$ cat src/rtl/inst_encoder.sv
// Packs decoded field bundles into 32-bit S/I/B instruction words and streams
// them into instruction memory under a start/count load FSM.
module inst_encoder #(
    parameter int ADDR_W = 10,
    parameter int CNT_W  = 11
) (
    input  logic              clk,
    input  logic              rst,
    input  logic              start,
    input  logic [ADDR_W-1:0] base_addr,
    input  logic [CNT_W-1:0]  count,
    input  logic              in_valid,
    output logic              in_ready,
    input  logic [1:0]        in_type,
    input  logic [3:0]        in_opcode,
    input  logic [4:0]        in_src1,
    input  logic [4:0]        in_src2,
    input  logic [4:0]        in_dest,
    input  logic [4:0]        in_cond,
    input  logic [15:0]       in_imm,
    output logic              imem_we,
    output logic [ADDR_W-1:0] imem_addr,
    output logic [31:0]       imem_wdata,
    output logic              busy,
    output logic              done,
    output logic              err
);

    typedef enum logic [1:0] {
        IDLE = 2'd0,
        RUN  = 2'd1,
        DONE = 2'd2
    } state_e;

    state_e            state_q, state_d;
    logic [ADDR_W-1:0] addr_q, addr_d;
    logic [CNT_W-1:0]  rem_q, rem_d;
    logic              err_q, err_d;
    logic              we_q, we_d;
    logic [ADDR_W-1:0] waddr_q, waddr_d;
    logic [31:0]       wdata_q, wdata_d;
    logic [31:0]       word;
    logic              accept;
    logic              legal;

    // Only the fields of the selected format are placed; everything else stays zero.
    always_comb begin
        word      = '0;
        word[1:0] = in_type;
        word[5:2] = in_opcode;
        case (in_type)
            2'b01: begin
                word[10:6]  = in_src1;
                word[15:11] = in_src2;
                word[20:16] = in_dest;
            end
            2'b10: begin
                word[10:6]  = in_src1;
                word[15:11] = in_dest;
                word[31:16] = in_imm;
            end
            2'b11: begin
                word[10:6]  = in_dest;
                word[15:11] = in_cond;
                word[31:16] = in_imm;
            end
            default: ;
        endcase
    end

    assign accept = in_valid && (state_q == RUN);
    assign legal  = (in_type != 2'b00);

    always_comb begin
        state_d = state_q;
        addr_d  = addr_q;
        rem_d   = rem_q;
        err_d   = err_q;
        we_d    = 1'b0;
        waddr_d = waddr_q;
        wdata_d = wdata_q;
        case (state_q)
            IDLE: begin
                if (start) begin
                    addr_d  = base_addr;
                    rem_d   = count;
                    err_d   = 1'b0;
                    state_d = (count == '0) ? DONE : RUN;
                end
            end
            RUN: begin
                if (accept) begin
                    if (legal) begin
                        we_d    = 1'b1;
                        waddr_d = addr_q;
                        wdata_d = word;
                        addr_d  = addr_q + 1'b1;
                        rem_d   = rem_q - 1'b1;
                        if (rem_q == CNT_W'(1)) begin
                            state_d = DONE;
                        end
                    end else begin
                        err_d = 1'b1;
                    end
                end
            end
            DONE:    state_d = IDLE;
            default: state_d = IDLE;
        endcase
    end

    always_ff @(posedge clk) begin
        if (rst) begin
            state_q <= IDLE;
            addr_q  <= '0;
            rem_q   <= '0;
            err_q   <= 1'b0;
            we_q    <= 1'b0;
            waddr_q <= '0;
            wdata_q <= '0;
        end else begin
            state_q <= state_d;
            addr_q  <= addr_d;
            rem_q   <= rem_d;
            err_q   <= err_d;
            we_q    <= we_d;
            waddr_q <= waddr_d;
            wdata_q <= wdata_d;
        end
    end

    assign in_ready   = (state_q == RUN);
    assign busy       = (state_q == RUN);
    assign done       = (state_q == DONE);
    assign err        = err_q;
    assign imem_we    = we_q;
    assign imem_addr  = waddr_q;
    assign imem_wdata = wdata_q;

endmodule

$ cat config.mk
export PLATFORM = sky130hd
export DESIGN_NAME = inst_encoder
export DESIGN_NICKNAME = d
export VERILOG_FILES = /design/src/rtl/inst_encoder.sv
export SDC_FILE = /design/constraint.sdc
export NUM_CORES = 1
export LEC_CHECK = 0
export BUFFER_PORTS_ARGS = -buffer_cell sky130_fd_sc_hd__buf_2
export CAP_MARGIN = 10
export CORE_MARGIN = 3
export CORE_UTILIZATION = 45
export CTS_CLUSTER_DIAMETER = 60
export DETAILED_ROUTE_END_ITERATION = 6
export PLACE_DENSITY = 0.76
export SYNTH_ARGS = -nofsm -noshare
export SYNTH_HDL_FRONTEND = slang
export SYNTH_SLANG_ARGS = --single-unit
$ cat constraint.sdc
create_clock -name clk -period 1.51 [get_ports clk]
set_input_delay 0.302 -clock clk [delete_from_list [all_inputs] [get_ports clk]]
set_output_delay 0.302 -clock clk [all_outputs]
set_load 0.01 [all_outputs]
# After elaboration in Yosys (flattened, before gate mapping)
# Cells that the tools add are included.
[word_totals]
regBits = 67
input_bits = 67
out_inout_bits = 47
[classes]
n_addsub = 2
n_eq_ne = 11
n_mux = 21
n_bitwise = 2
reduce_logical = 11
[op_table]
columns = ["op", "count"]
rows = [
  ["case mux 15 bit (3 select lines)", 1],
  ["two-way mux 11 bit", 4],
  ["two-way mux 10 bit", 3],
  ["case mux 11 bit (2 select lines)", 1],
  ["case mux 10 bit (2 select lines)", 1],
  ["AND reduction 4 bit", 3],
  ["equality test 11 x 1 -> 1 bit, second input constant", 1],
  ["zero test 11 bit", 1],
  ["subtractor 11 x 1 -> 11 bit, second input constant", 1],
  ["adder 10 x 1 -> 10 bit, second input constant", 1],
  ["two-way mux 2 bit", 5],
  ["equality test 2 bit, second input constant", 3],
  ["!= test 2 x 1 -> 1 bit, second input constant", 3],
  ["equality test 2 x 1 -> 1 bit, second input constant", 2],
  ["two-way mux 1 bit", 4],
  ["!= test 2 bit, second input constant", 2],
  ["case mux 2 bit (2 select lines)", 1],
  ["nonzero test 2 bit", 2],
  ["AND reduction 3 bit", 1],
  ["OR reduction 3 bit", 1],
  ["zero test 2 bit", 1],
  ["NOT 1 bit", 2],
  ["case mux 1 bit (2 select lines)", 1],
  ["OR reduction 2 bit", 1],
  ["logical AND 1 bit", 1],
]

# Longest topological paths before layout
[logic_depth]
word_depth = 5
depth_mapped = 7
mapped_depth_nobuf = 6

# Worst setup path after synthesis
# Ideal clock, no wire load.
[synth_path]
path_type = "register to register"
startpoint = "register rem_q[0]"
endpoint = "register rem_q[6]"
arrival_time_ns = 1.495
t_required_ns = 1.436
setup_slack_ns = -0.059
stages_incl_launch_ff = 7
n_path_buf = 0
period_less_slack_ns = 1.569
path_cell_list = "dfxtp_1 -> inv_1 -> ha_1 -> nor3b_2 -> nand2_1 -> or4_1 -> a31oi_1"
[synth_via]
elab_chain_cells = 4
[synth_rtl]
columns = ["element", "line", "text"]
rows = [
  ["from (decl)", "37", "logic [CNT_W-1:0] rem_q, rem_d;"],
  ["from (signal assigned)", "124", "rem_q <= rem_d;"],
  ["subtractor 11 x 1 -> 11 bit", "98", "rem_d = rem_q - 1'b1;"],
  ["two-way mux 11 bit", "93", "if (legal) begin"],
  ["two-way mux 11 bit", "92", "if (accept) begin"],
  ["case mux 11 bit (2 select lines)", "82", "case (state_q)"],
]
# No other way between the ends. The select of a mux whose other input is x is not followed.
# A chain may end at the register's enable or synchronous reset.

# Final worst setup path
[layout_path]
startpoint = "register rem_q[0]"
endpoint = "register rem_q[10]"
# Same word-level chain as after synthesis.

==> impl_metrics.tcl <==
set metrics [dict create \
    route.detailed.drc 0 \
    rows 29 \
    htreeDepth 3 \
    drive_above_1_share_pct 40.33 \
    io_pins 114 \
    clkPwrFrac_pct 31.1 \
    diodes 0 \
    grt_max_degree 38 \
    vias_per_cell 5.605 \
    crit_chain "inv_4 -> ha_4 -> nor3b_4 -> nand2_2 -> buf_4 -> o22a_1 -> o221a_2" \
    wl_um 10240 \
    path_clk_slew_ns 0.07 \
    synthFlopType "dfxtp_1" \
    p_per_area_mw_per_mm2 1097 \
    fin_cells 636 \
    vdd_drop_max_uv 700.9 \
    synth_top_area_share_pct 42.34 \
    maxSlewHeadroom_pct 72.87 \
    gp_congestion 0.8874 \
    ant_nets 0 \
    fin_util_pct 68.49 \
    synth_cells 388 \
    port_buffers 113 \
    cp_slowest_cell "dfxtp_4" \
    syn_nets 458 \
    dp_slack_ns -0.07758 \
    synth_cell_types 55 \
    finalPower_mw 4.934 \
    async_flop_share_pct 0 \
    grt_pass1_wl_um 16260 \
    cts_buffers 9 \
    comb_power_share_pct 28.0 \
    vias 3565 \
    cp-end-kind "register" \
    arrival_ns 1.77 \
    fin_crit_sh_pct 101.7 \
    cp_top_family "compound AO/OA/AOI/OAI gates" \
    cts_root_buffer "clkbuf_8" \
    clock-skew-final_ns 0.009071 \
    p_switching_mw 1.597 \
    status "finished, violations left" \
    p_int_mw 3.337 \
    grt_overflow 0 \
    syn-cell-area_mm2 0.003168 \
    ctsLongestPathBuffers 2 \
    hpwlAfterDp_um 7208 \
    crit_type "register to register" \
    core-area_mm2 0.006568 \
    syn2layout_area_growth_pct 41.98 \
    holdPathStages 3 \
    leakage_nw 1.948 \
    wire_per_inst_um 16.10 \
    holdWs_ns 0.1949 \
    setup-tns-final_ns -0.03118 \
    max_freq_ghz 0.6515 \
    tightest_slew_ns 0.4070 \
    antenna_found_initial 0 \
    stdcell_area_mm2 0.004498 \
    hold_viol_final 0 \
    cts_tree "yes" \
    setup_ws_ns -0.02492 \
    clock_sinks 67 \
    path_depth 7 \
    synth_edf_count 0 \
    detail_route.iter0.violations 190 \
    grt_usage_pct 24.29 \
    r2r_cells 7 \
    cp_num_buf_inv 2 \
    p_sw_share_pct 32.37 \
    synth_area_leaders "dfxtp_1, a21oi_1, nand2_1, nand3_1, a211oi_1" \
    violations "negative setup slack" \
    synth_seq_cells 67 \
    seqPwrFrac_pct 40.9 \
    initial_core_util_pct 48.24 \
    clk_latency_ns 0.34 \
    ys_seq_area_share_pct 42.34 \
    yosysMostFrequentCell "dfxtp_1" \
    synthTopCellsByCount "dfxtp_1, nand2_1, a21oi_1, nand3_1, nor2_1" \
    rsz0062_at_grt "true" \
    drv_slew 0 \
    drt-pass1-iter-count 4 \
    die_w_um 89.91 \
    placed_area_mm2 0.004096 \
    crit_required_ns 1.75 \
    syn_avg_cell_area_um2 8.165 \
    die_area_mm2 0.008083 \
    final_nets 608 \
    synth_area_leader_cell "dfxtp_1" \
    holdBufCountCts 0 \
    hold_path_class "input pin to register" \
    yosysWarnings 0 \
    cap_violations 0 \
    grt_pass1_vias 3427 \
    critPathMaxStageDelay_ns 0.37 \
    period_minus_slack_ns 1.535 \
    die_height_um 89.91 \
    placedCellCount 609 \
    setup_viol 3 \
    startpoint_type "register" \
    crit_fanout 5 \
]
==> registers in the layout, summed over array words and instances (netlist names) <==
name and count:
imem_wdata 32, rem_q 11, err 1, imem_we 1, addr_q 10, state_q 2, imem_addr 10
==> worst paths after layout <==
| check | endpoint | slack (ns) | startpoint |
|---|---|---|---|
| worst max-delay path | rem_q[10] | -0.02 | rem_q[0] |
| worst min-delay path | imem_wdata[5] | 0.19 | in_opcode[3] |
| worst max register to register | rem_q[10] | -0.02 | rem_q[0] |
| worst min register to register | imem_wdata[23] | 0.45 | imem_wdata[23] |
==> power groups by stage <==
stage / Sequential (mW) / Combinational [mW] / Clock, mW
2_1_floorplan: 2.07 / 0.626 / 0
3_3_place_gp: 2.04 / 1.18 / 0
3_5_place_dp: 2.04 / 1.20 / 0
4_1_cts: 2.01 / 1.26 / 1.56
5_1_grt: 2.04 / 1.50 / 1.65
6_report: 2.02 / 1.38 / 1.53
==> final cells by class <==
cell class / count / area (um^2)
inverter: 10 / 42.54
clock buffer: 9 / 123.9
tap: 93 / 116.4
timing repair buffer: 168 / 1033
multi-input combinational: 282 / 1754
sequential: 67 / 1351
clock inverter: 7 / 76.32
fill: 563 / 2069
==> timing repair <==
action / CTS / global route
pin swaps: 4 / 6
gates cloned: 0 / 1
resized for setup: 12 / 19
buffers inserted: 3 / 8
endpoints found under the setup margin: 9 / 21
endpoints found under the hold margin: 0 / 0
==> metal layers <==
layer / routed length (um) / global-route usage, % / vias up
li1: - / - / 1723
met1: 4205 / 29.30 / 1664
met2: 5091 / 41.29 / 151
met3: 701 / 6.678 / 27
met4: 239 / 9.184 / 0
met5: 0 / 0 / -
==> cell families (layout without fill, tap and decap cells) <==
logic type	Yosys count	count (layout)	synth area share, %
AO/OA/AOI/OAI	128	128	26.34
adder cells (fa/ha/maj)	3	3	1.185
buffers and inverters	39	194	5.490
flip-flops	67	67	42.34
multiplexers	10	10	3.357
AND/OR/NAND/NOR	141	141	21.29
==> tightest hold or removal path, stage by stage <==
cell and delay [ns]:
buf_2 0.09, nand2_1 0.04, a21oi_1 0.05
==> layout by cell type (no fill, tap or decap), types with 3 or more instances in the layout <==
cell      count
o211ai_1      3
buf_4        48
inv_1         7
mux2i_1       5
mux2_2        5
nand4_1       3
buf_12        4
nor2_1       24
nor4_1        3
a21oi_1      50
nand2_1      55
nor2b_1       3
a31oi_1       4
dfxtp_1      63
clkbuf_8      9
nand3_1      30
o21a_1        3
a211oi_1     17
buf_2       114
o21ai_1       3
a22oi_1      11
o21ai_0      10
Power figures use the tool's default switching activity.
